File: config.mk
export PLATFORM = sky130hd
export DESIGN_NAME = esi_cosim_loopback_fifo
export DESIGN_NICKNAME = d
export VERILOG_FILES = /design/src/rtl/esi_cosim_loopback_fifo.sv
export SDC_FILE = /design/constraint.sdc
export NUM_CORES = 1
export LEC_CHECK = 0
export BUFFER_PORTS_ARGS = -buffer_cell sky130_fd_sc_hd__buf_2
export CORE_MARGIN = 3
export CORE_UTILIZATION = 35
export DETAILED_ROUTE_END_ITERATION = 7
export PLACE_DENSITY = 0.56
export SLEW_MARGIN = 15
export SYNTH_ARGS = -nofsm -noshare
export SYNTH_HDL_FRONTEND = slang
export SYNTH_SLANG_ARGS = --single-unit
File: constraint.sdc
create_clock -name clk -period 7.7 [get_ports clk]
set_clock_uncertainty 0.2 [all_clocks]
set_input_delay 1.155 -clock clk [delete_from_list [all_inputs] [get_ports clk]]
set_output_delay 1.155 -clock clk [all_outputs]
set_load 0.02 [all_outputs]
File: src/rtl/esi_cosim_loopback_fifo.sv
// Multi-channel buffered loopback between an ESI cosim endpoint's receive and
// send ports: each channel is a small FIFO with a fixed output transform.
module esi_cosim_loopback_fifo #(
    parameter int NUM_CH         = 1,
    parameter int TYPE_SIZE_BITS = 192,
    parameter int DEPTH          = 4,
    parameter int MODE           = 0,
    parameter int CNT_W          = 32
) (
    input  logic                             clk,
    input  logic                             rstn,
    input  logic [NUM_CH-1:0]                DataOutValid,
    output logic [NUM_CH-1:0]                DataOutReady,
    input  logic [NUM_CH*TYPE_SIZE_BITS-1:0] DataOut,
    output logic [NUM_CH-1:0]                DataInValid,
    input  logic [NUM_CH-1:0]                DataInReady,
    output logic [NUM_CH*TYPE_SIZE_BITS-1:0] DataIn,
    output logic [NUM_CH*CNT_W-1:0]          RecvCount,
    output logic [NUM_CH*CNT_W-1:0]          SentCount
);
    localparam int W     = TYPE_SIZE_BITS;
    localparam int PTR_W = $clog2(DEPTH);
    localparam int OCC_W = PTR_W + 1;
    localparam logic [OCC_W-1:0] OCC_FULL = OCC_W'(DEPTH);

    // Storage keeps the raw message; the transform is applied only at the output.
    function automatic logic [W-1:0] transform(input logic [W-1:0] x);
        case (MODE)
            1:       transform = ~x;
            2:       transform = x + W'(1);
            default: transform = x;
        endcase
    endfunction

    for (genvar i = 0; i < NUM_CH; i++) begin : g_ch
        logic [W-1:0]     mem_q [DEPTH];
        logic [PTR_W-1:0] wr_ptr_q, wr_ptr_d;
        logic [PTR_W-1:0] rd_ptr_q, rd_ptr_d;
        logic [OCC_W-1:0] occ_q, occ_d;
        logic [CNT_W-1:0] recv_cnt_q, recv_cnt_d;
        logic [CNT_W-1:0] sent_cnt_q, sent_cnt_d;
        logic             push;
        logic             pop;

        // Handshake qualifiers depend only on state and reset, never on the peer's valid.
        assign DataOutReady[i] = rstn && (occ_q != OCC_FULL);
        assign DataInValid[i]  = rstn && (occ_q != '0);
        assign push            = DataOutValid[i] && DataOutReady[i];
        assign pop             = DataInValid[i] && DataInReady[i];

        assign DataIn[i*W +: W]             = transform(mem_q[rd_ptr_q]);
        assign RecvCount[i*CNT_W +: CNT_W]  = recv_cnt_q;
        assign SentCount[i*CNT_W +: CNT_W]  = sent_cnt_q;

        always_comb begin
            wr_ptr_d   = wr_ptr_q;
            rd_ptr_d   = rd_ptr_q;
            occ_d      = occ_q;
            recv_cnt_d = recv_cnt_q;
            sent_cnt_d = sent_cnt_q;
            if (push) begin
                wr_ptr_d   = wr_ptr_q + PTR_W'(1);
                recv_cnt_d = recv_cnt_q + CNT_W'(1);
            end
            if (pop) begin
                rd_ptr_d   = rd_ptr_q + PTR_W'(1);
                sent_cnt_d = sent_cnt_q + CNT_W'(1);
            end
            case ({push, pop})
                2'b10:   occ_d = occ_q + OCC_W'(1);
                2'b01:   occ_d = occ_q - OCC_W'(1);
                default: occ_d = occ_q;
            endcase
        end

        always_ff @(posedge clk) begin
            if (!rstn) begin
                wr_ptr_q   <= '0;
                rd_ptr_q   <= '0;
                occ_q      <= '0;
                recv_cnt_q <= '0;
                sent_cnt_q <= '0;
            end else begin
                wr_ptr_q   <= wr_ptr_d;
                rd_ptr_q   <= rd_ptr_d;
                occ_q      <= occ_d;
                recv_cnt_q <= recv_cnt_d;
                sent_cnt_q <= sent_cnt_d;
            end
        end

        // Contents are left stale on reset; the zeroed occupancy hides them.
        always_ff @(posedge clk) begin
            if (push) begin
                mem_q[wr_ptr_q] <= DataOut[i*W +: W];
            end
        end
    end

endmodule

* Yosys cells after proc, flatten, opt, wreduce, memory -nomap -nowiden
Memories as Yosys holds them, arrays and structs flattened. A register that Yosys moved wholly into a read port is not among the register bits.
Cells that the tools add are included.
** Word-level totals
- Flip-flop bits (word level) :: 71
- Memory bits (writable) :: 768
- Output and inout port bits :: 258
- Logic and storage cells :: 26
- Memories :: 1
** Cells by class
- Add/sub/neg operators :: 6
- Eq/ne operators :: 3
- Multiplexer cells :: 5
- Reductions and logical operators :: 6
** Memory list
- g_ch[0].mem_q :: words 4, bits a word 192, read ports 1, clocked after Yosys merged registers in 1, wr ports 1, line 36 : logic [W-1:0] mem_q [DEPTH];
** Operators with widths (count)
- $add 32x1->32 const B :: 2
- $pmux 3 s2 :: 1
- $add 2x1->2 const B :: 2
- $logic_and 1x1->1 :: 4
- $mux 2 :: 2
- $add 3x1->3 const B :: 1
- $ne 3x3->1 const B :: 1
- $reduce_bool 3->1 :: 1
- $sub 3x1->3 const B :: 1
- $eq 2x1->1 const B :: 1
- $eq 2x2->1 const B :: 1
- $mux 1 :: 2
- $reduce_bool 2->1 :: 1

* Depth between registers and ports, before layout
Gate-level depths: netlist (run 1).
- Word-level depth :: 5
- Gate-level depth with buffers :: 10

* Least setup slack after synthesis (run 1)
Ideal clock, no wire load.
- Path type :: input port to flip-flop
- Start point :: in rstn
- End point :: mem g_ch[0].mem_q[0][0] in the netlist's numbering (enable)
- Arrival time :: 5.942 ns
- Required time :: 6.923 ns
- Slack :: 0.981 ns
- Stages on the path :: 3
- Path through :: buf_2 -> and2_1 -> and3_1
** On the way
- Cells in the longest elaborated chain, start to end :: 4
** Ends and longest elaborated chain
- from (decl) :: line 11 : input logic rstn,
- $logic_and 1x1->1 :: line 46 : assign DataOutReady[i] = rstn && (occ_q != OCC_FULL);
- $logic_and 1x1->1 :: line 48 : assign push = DataOutValid[i] && DataOutReady[i];
- $mux 1 :: line 94 : if (push) begin
- $mux 1 (implied by the code) :: line 95 : mem_q[wr_ptr_q] <= DataOut[i*W +: W];
- to (decl) :: line 36
No other way between the ends.

==> results of run 1 <==
[metrics by stage]
stage	total power [uW]	hold slack, ps	instances	worst slack, ps	area (um^2)
after CTS	10200	275	3143	3410	37700
after detailed placement	5950	263	2977	3710	34800
after global placement	5930	253	2977	3760	34800
after floorplan	5670	285	1419	981	31100
after global routing	10400	306	3144	3360	37700
final	10000	275	3153	3560	37700
[power by group through the flow]
stage | registers (uW) | logic [uW] | clock network, uW
6_report | 5140 | 688 | 4190
5_1_grt | 5150 | 744 | 4500
4_1_cts | 5140 | 710 | 4330
3_5_place_dp | 5240 | 709 | 0
3_3_place_gp | 5230 | 700 | 0
2_1_floorplan | 5250 | 420 | 0
[area by class of cell]
type / count / area [um^2] / area share, %
sequential: 841 / 24500 / 65.1
multi-input combinational: 497 / 6250 / 16.6
timing repair buffer: 467 / 2460 / 6.53
clock buffer: 113 / 2380 / 6.32
tap: 1155 / 1450 / 3.83
clock inverter: 53 / 536 / 1.42
inverter: 17 / 63.8 / 0.169
antenna: 10 / 25.0 / 0.0664
[cells in the mapped netlist, types with 16 or more instances]
cell type  number  area (um^2)
a21oi_1        37          185
buf_2          22          110
clkbuf_1       41          154
dfxtp_1        73         1460
edfxtp_1      768        23100
inv_1          16         60.1
mux4_2        192         4320
nand2_1        37          139
nand3_1        19         95.1
nand4_1        18          113
nor2_1         27          101
o21ai_0        17         85.1
o31ai_1        22          165
or4_1          25          188
[worst max-delay path, cell delays in order, from the launching register on]
cell,delay [ps]
dfxtp_4,740
buf_4,800
mux4_2,430
buf_2,190
[registers in the layout (all words and copies together), names as in the netlist, named ones only]
signal,cells
g_ch.wr_ptr_q,2
SentCount,32
RecvCount,32
g_ch.mem_q,768
g_ch.occ_q,3
g_ch.rd_ptr_q,2
[metal layers]
metal	wire length [um]	up-vias	GRT usage, %
met4	1330	14	4.36
met5	98	-	0
met1	27700	8038	18.7
met3	5340	102	4.47
li1	-	6954	-
met2	33800	483	23.9
[final timing paths]
check                   start               end  slack (ps)  depth (start not counted)
max                      flop        DataIn[65]        3560                          3
min             SentCount[31]     SentCount[31]         280                          1
max reg2reg  g_ch[0].occ_q[2]  g_ch[0].occ_q[2]        4820                          9
min reg2reg     SentCount[31]     SentCount[31]         280                          1
[kinds of logic after synthesis]
family	after synthesis	synth area share (%)
xor gates and xnor gates	22	0.620
DFF	841	78.9
buffers and inverters	81	1.07
and+or+nand+nor	186	3.35
adders and majority gates	8	0.346
AOI/OAI and AO/OA	80	1.53
muxes	201	14.2
==> run metrics, run 1 <==
clock power share 41.8%; initial antenna violation count 15; Vias/cell 4.94; Critical Path Fanout Max 55; commonest cells after routing, fill and taps aside edfxtp_1 (768), buf_2 (453), mux4_2 (192); setup violators final 0; Final Wtd Congestion 0.753; largest net degree at the start of global routing 110; Rel. slew slack 30.3%; post_cts resized 0; Routed wire per std cell between 20 and 25 um; mapped cell area 31100 um^2; Root Driver clkbuf_16; area of the die 92400 um^2; DRC viols 0; yosys warns 0; Switch Pwr 2170 uW; num ports 454; commonest non-fill, non-tap cell in the layout edfxtp_1; endpoint type of the worst setup path output port; antenna viol nets, final 0; WS Path Type reg2out; clk_lat worst skew 630 ps; Hold Vio Cnt, Final 0; clk buf depth 3; Initial Util between 30% and 40%; dpl hpwl 42100 um; power per cell area 266 nW/um^2; die width 304 um; Vias between 15000 and 20000; Total GRT Usage about 15%; P&R area growth vs syn 21.3%; row cnt about 110; fmax 242 MHz; Post-synth ARST share 0%; port bufs 453; Hold Crit Class reg2reg; Critical Path RT 6340 ps; # fillers 7611; Sinks on Clock Net 841; Avg Inst Size Synth 21.9 um^2; Seq pwr share between 50% and 60%; Fin Setup TNS 0 ps; chip height 304 um; GRT overflow 0; CTS tree yes; ys flop type edfxtp_1; fin nets 2118; sw frac between 20% and 30%; H-tree depth 3; VDD IR max between 0.00015 and 0.0002 V; RSZ-0062 raised after global routing false; CORE AREA between 80000 and 90000 um^2; first-pass GRT wire length 103000 um; Final Max Slew Viols 0; Startpoint Class flop; Max Cap Viol 0; Worst EP arrival around 2800 ps; Pre-antenna DRT Iters 5; total wire length 68200 um; Post-synth EDFFs 768; sequential element share of the synthesized area 78.9%; fin util 43.1%; synth unique cells 35; Slew @ Worst Pin 1050 ps; #FFs+latches synth 841; Post-CTS Hold Buffers 0; Mapped Cells 1419; CTS clock-pin slew for the worst setup and hold paths 60 ps; fin crit period slightly above 4000 ps; Internal Pwr Total 7850 uW; Initial DRC Count about 1100; run status finished clean; Post-CTS Setup Repair Bufs 0; combinational share of power 6.9%; Pleak 0.0124 uW; Syn Nets 1623; Tcrit/Tclk final between 50% and 60%; share of cells above drive strength 1 40.1%; vias in the first global route 16277; total CTS buffers 90
Note: power is estimated with default switching activity, not from simulation.
==> inputs of run 2 (changes only) <==
--- a/config.mk
+++ b/config.mk
@@ -5,6 +5,7 @@
 export SDC_FILE = /design/constraint.sdc
 export NUM_CORES = 1
 export LEC_CHECK = 0
+export ABC_AREA = 1
 export BUFFER_PORTS_ARGS = -buffer_cell sky130_fd_sc_hd__buf_2
 export CORE_MARGIN = 3
 export CORE_UTILIZATION = 35
==> constraint.sdc (replaced) <==
create_clock -name clk -period 4 [get_ports clk]
set_clock_uncertainty 0.2 [all_clocks]
set_input_delay 0.6 -clock clk [delete_from_list [all_inputs] [get_ports clk]]
set_output_delay 0.6 -clock clk [all_outputs]
set_load 0.02 [all_outputs]
==> run metrics, run 2 <==
run status finished clean; mapped cell area 32200 um^2 (+3.5%); yosys warns 0 (unchanged); Pre-antenna DRT Iters 6 (+1); Sinks on Clock Net 841 (unchanged); max FFs per register 768 (unchanged); most common cell in the synthesized netlist edfxtp_1; Worst EP arrival 2590 ps (-190 ps); initial antenna violation count 10 (-5); total power 19700 uW (+97%); fmax 295 MHz; first-pass GRT wire length 125000 um (+20%); power per cell area 484 nW/um^2 (+82%); commonest non-fill, non-tap cell in the layout edfxtp_1; Post-Place Cell Area 35900 um^2 (+3.2%); Post-CTS Setup Repair Bufs 0 (unchanged); clk_lat worst skew 660 ps (+30 ps); fin nets 3304 (+56%); Hold Crit Class in2reg; Avg Inst Size Synth 13.1 um^2 (-40%); Rel. slew slack 36.7% (+6.4 points); port bufs 453 (unchanged); area of the die 95600 um^2 (+3.4%); Worst Hold Launch rstn; row cnt 110 (+1.9%); clk buf depth 3 (unchanged); design area 40800 um^2 (+8.2%); fin crit period 3390 ps; dpl hpwl 47700 um (+13%); synth unique cells 37 (+5.7%); largest reg by FF count g_ch.mem_q; Yosys top cell area share 71.7% (-2.5 points); CORE AREA 90600 um^2 (+3.6%); Tcrit/Tclk final between 80% and 90%; Final Wtd Congestion 0.786 (+4.3%); total CTS buffers 92 (+2.2%); Reg-to-Reg End g_ch[0].occ_q[2]; vias in the first global route 21002 (+29%); GRT overflow 0 (unchanged); P&R area growth vs syn 26.7%; Slew @ Worst Pin 950 ps (-95.7 ps); most common library cells after synthesis edfxtp_1 (768), nor2_1 (515), o21ai_0 (397), o22ai_1 (192), nand2_1 (144); Critical Path RT 3200 ps (-3140 ps); Total GRT Usage 16.8% (+2.2 points); Mapped Cells 2463 (+74%); Synth area leader edfxtp_1; R2R depth 10 (+1); # fillers 8246 (+8.3%); Routed wire per std cell 18.8 um (-13%); Startpoint Class flop; Hold Vio Cnt, Final 0 (unchanged); Vias 21401 (+37%); H-tree depth 3 (unchanged); Max Cap Viol 0 (unchanged); setup violators final 0 (unchanged); fin util 45.0% (+1.9 points); Pleak 0.0145 uW (+17%); DRC viols 0 (unchanged); Post-CTS Hold Buffers 192 (+192); die width 309 um (+1.7%); Syn Nets 2667 (+64%); CTS tree yes; Initial DRC Count 1680 (+48%); Post-synth ARST share 0% (unchanged); share of cells above drive strength 1 20.2% (-20 points); sequential element share of the synthesized area 76.2% (-2.7 points); total wire length 81900 um (+20%); Final Max Slew Viols 0 (unchanged); FF-to-FF setup slack 1560 ps (-3260 ps); largest net degree at the start of global routing 187 (+70%); Initial Util 35.5% (about the same); VDD IR max 0.000392 V (+150%); chip height 309 um (+1.7%); antenna viol nets, final 0 (unchanged); worst hold stages 3 (+2); commonest cells after routing, fill and taps aside edfxtp_1 (768), nor2_1 (511), buf_2 (453); RSZ-0062 raised after global routing false; num ports 454 (unchanged); r2r startpoint g_ch[0].occ_q[1]; post_cts resized 0 (unchanged); hold endpoint SentCount[11]; Synth area leaders edfxtp_1 (72%), o21ai_0 (6.2%), nor2_1 (6.0%); Critical Path Fanout Max 186 (+240%); WS Path Type reg2out; endpoint type of the worst setup path output port; Vias/cell 4.91 (-0.67%); ys flop type edfxtp_1; Post-synth EDFFs 768 (unchanged); #FFs+latches synth 841 (unchanged); CTS clock-pin slew for the worst setup and hold paths 60 ps (about the same); Root Driver clkbuf_16
## run 2: final cells by class
type | count | area [um^2] | share of cell area [%]
well taps | 1176 | 1470 | 3.61
diodes | 9 | 22.5 | 0.0552
flip-flops and latches | 841 | 24500 | 60.2
inverters | 72 | 283 | 0.694
clock buffers | 126 | 2500 | 6.14
clock inverters | 40 | 455 | 1.12
repair buffers | 682 | 4730 | 11.6
multi-input cells | 1411 | 6770 | 16.6
## run 2: worst max path at each step
stage                     start                  end  slack (ps)  depth (start not counted)
after floorplan            rstn  g_ch[0].mem_q[0][0]        -600                          5
after global placement     rstn     g_ch[0].occ_q[2]        1210                         10
after detailed placement   rstn     g_ch[0].occ_q[2]        1250                         10
after CTS                  flop           DataIn[20]         520                          4
after global routing       flop          DataIn[154]         420                          4
final                      flop          DataIn[134]         610                          4
## run 2: where the power goes
part | internal, uW | total [uW] | leakage (uW) | switching, uW
logic | 526 | 1580 | 0.00546 | 1060
registers | 9810 | 9860 | 0.00756 | 45.5
clock network | 4960 | 8300 | 0.00143 | 3340
total | 15300 | 19700 | 0.0145 | 4440
## run 2: logic make-up (layout without fill, tap and decap cells)
family,Yosys count,count (layout),synth area share [%]
AOI/OAI and AO/OA,624,624,10.5
adders and majority gates,8,8,0.334
DFF,841,841,76.2
and+or+nand+nor,769,769,9.85
xor gates and xnor gates,10,10,0.272
other,0,9,0
buffers and inverters,211,920,2.84
## run 2: metal layers
layer	GRT usage, %	up-vias	routed length, um
met2	27.9	508	39800
li1	-	10327	-
met3	4.42	124	5140
met1	21.4	10442	34900
met5	0	-	0
met4	5.92	0	2150
## run 2: critical path, cell delays in order (launching register included)
cell     delay, ps
dfxtp_4        460
buf_12         520
o21ai_0        210
o22ai_1        260
buf_2          220
## run 2: metrics by stage
| step | TNS (ps) | instances | worst slack [ps] | hold slack (ps) |
|---|---|---|---|---|
| 2_1_floorplan | -448200 | 2463 | -596 | 257 |
| 3_3_place_gp | 0 | 3990 | 1210 | 289 |
| 3_5_place_dp | 0 | 3990 | 1250 | 297 |
| 4_1_cts | 0 | 4348 | 524 | 37.5 |
| 5_1_grt | 0 | 4353 | 416 | 84.3 |
| 6_report | 0 | 4357 | 606 | 104 |
==> inputs of run 3 (changes only) <==
==> constraint.sdc (replaced) <==
create_clock -name clk -period 3.3 [get_ports clk]
set_clock_uncertainty 0.2 [all_clocks]
set_input_delay 0.495 -clock clk [delete_from_list [all_inputs] [get_ports clk]]
set_output_delay 0.495 -clock clk [all_outputs]
set_load 0.02 [all_outputs]
==> run metrics, run 3 (synthesis gave the netlist of run 2 again) <==
chip height 309 um (unchanged); WS Path Type reg2out; Critical Path, Cell by Cell inv_8, buf_12, buf_4, nor2_1, o22ai_1, buf_2; WHS 67.0 ps (-37.2 ps); initial antenna violation count 7 (-3); Final Max Slew Viols 0 (unchanged); share of cells above drive strength 1 20.8% (+0.58 points); vias in the first global route 21440 (+2.1%); GRT overflow 0 (unchanged); Pre-antenna DRT Iters 7 (+1); Routed wire per std cell 19.0 um (+0.84%); Slew @ Worst Pin 697 ps (-254 ps); fin util 45.2% (+0.23 points); storage element area 24500 um^2 (unchanged); largest reg by FF count g_ch.mem_q; power per cell area 582 nW/um^2 (+20%); met1 wire length 34600 um (-0.69%); Critical Path RT 2600 ps (-600 ps); die width 309 um (unchanged); antenna viol nets, final 0 (unchanged); WL met2 40200 um (+1.1%); CTS clock-pin slew for the worst setup and hold paths 60 ps (about the same); fin crit period between 3000 and 4000 ps; run status finished clean; Hold Vio Cnt, Final 0 (unchanged); DR WL met3 5580 um (+8.6%); Root Driver clkbuf_16; Fin Setup TNS 0 ps (unchanged); commonest non-fill, non-tap cell in the layout edfxtp_1; VDD IR max 0.000683 V (+74%); fmax 311 MHz; Pleak 0.0146 uW (+0.73%); first-pass GRT wire length 126000 um (+0.88%); CORE AREA 90600 um^2 (unchanged); num ports 454 (unchanged); row cnt 110 (unchanged); clk_lat worst skew 640 ps (-20 ps); worst path buffer plus inverter count 4 (+2); setup violators final 0 (unchanged); port bufs 453 (unchanged); Tcrit/Tclk final 97.3%; RSZ-0062 raised after global routing true; total CTS buffers 91 (-1.1%); multi-input logic area 6780 um^2 (about the same); Hold Crit Class in2reg; fin nets 3317 (+0.39%); Critical Path Fanout Max 62 (-67%); Initial DRC Count 1459 (-13%); Final Wtd Congestion 0.802 (+2.1%); Vias 21516 (+0.54%); Worst EP arrival 2520 ps (-70 ps); H-tree depth 3 (unchanged); max FFs per register 768 (unchanged); DRC viols 0 (unchanged); max incr delay on CP 440 ps (-80 ps); Initial Util 35.5% (unchanged); Vias/cell 4.92 (+0.22%); dpl hpwl 49300 um (+3.4%); CTS tree yes; # fillers 8196 (-0.61%); Max Cap Viol 0 (unchanged); clk buf depth 3 (unchanged); Rel. slew slack 53.6% (+17 points); design area 41000 um^2 (+0.50%); endpoint type of the worst setup path output port; P&R area growth vs syn 27.3%; Critical-path top delay cell dfxtp_4; Sinks on Clock Net 841 (unchanged); area of the die 95600 um^2 (unchanged); total wire length 82900 um (+1.2%); Startpoint Class flop; highest metal used met5; Crit path max-delay family buffers and inverters; Total GRT Usage 17.0% (+0.18 points); largest net degree at the start of global routing 134 (-28%); Post-Place Cell Area 36000 um^2 (+0.50%); commonest cells after routing, fill and taps aside edfxtp_1 (768), nor2_1 (511), buf_2 (453)
==> run 3: changes by cell type in the layout (fill, tap and decap cells not counted), sizes merged <==
cell / before / now
clkinvlp: 3 / 4
bufinv: 9 / 8
diode: 9 / 6
clkinv: 24 / 33
dlygate4sd3: 192 / 193
clkbuf: 126 / 118
buf: 490 / 502
inv: 76 / 78
bufbuf: 0 / 1
==> run 3: power by group <==
part           internal (uW)  switching, uW  total (uW)
Sequential             11900           61.0       12000
Clock                   5870           4080        9940
Combinational            660           1280        1940
Total                  18400           5420       23800
==> run 3: layer usage <==
layer / vias up / global-route usage (%)
met5: - / 0
met4: 4 / 5.79
met3: 142 / 4.89
met2: 522 / 28.8
met1: 10488 / 20.9
li1: 10360 / -
==> run 3: cell type report <==
cell class | count | area share, %
sequential | 841 | 59.9
multi-input combinational | 1411 | 16.5
timing repair buffer | 696 | 12.1
clock buffer | 118 | 5.96
tap | 1176 | 3.59
clock inverter | 51 | 1.19
inverter | 72 | 0.696
antenna | 6 | 0.0366
==> run 3: timing repair <==
item,4_1_cts,5_1_grt
endpoints found under the hold margin,773,0
hold buffers,193,0
gates cloned,1,0
endpoints found under the setup margin,4,24
buffers inserted,0,0
gates resized for setup,3,1
==> run 3: worst reg2reg max path: stages, from the launching register on <==
cell	delay [ps]
dfxtp_1	320
nor2_1	180
nand2_1	150
nand3_4	190
ha_1	180
inv_1	60
fa_1	370
a21oi_1	140
o21ai_0	110
o21ai_0	160
a21oi_1	60
==> run 3: worst paths after layout <==
check	slack, ps	startpoint	cells past startpoint	end
max	90	flop	6	DataIn[81]
min	70	DataInReady	3	SentCount[2]
max reg2reg	1050	g_ch[0].occ_q[1]	10	g_ch[0].occ_q[2]
min reg2reg	310	RecvCount[1]	2	RecvCount[1]
==> run 3: per-stage QoR <==
step / std cells / power (uW) / setup WS, ps
after floorplan: 2463 / 13200 / -1190
after global placement: 4002 / 13900 / 708
after detailed placement: 4002 / 14000 / 699
after CTS: 4365 / 24200 / 13.7
after global routing: 4369 / 24800 / -68.9
final: 4371 / 23800 / 89.6
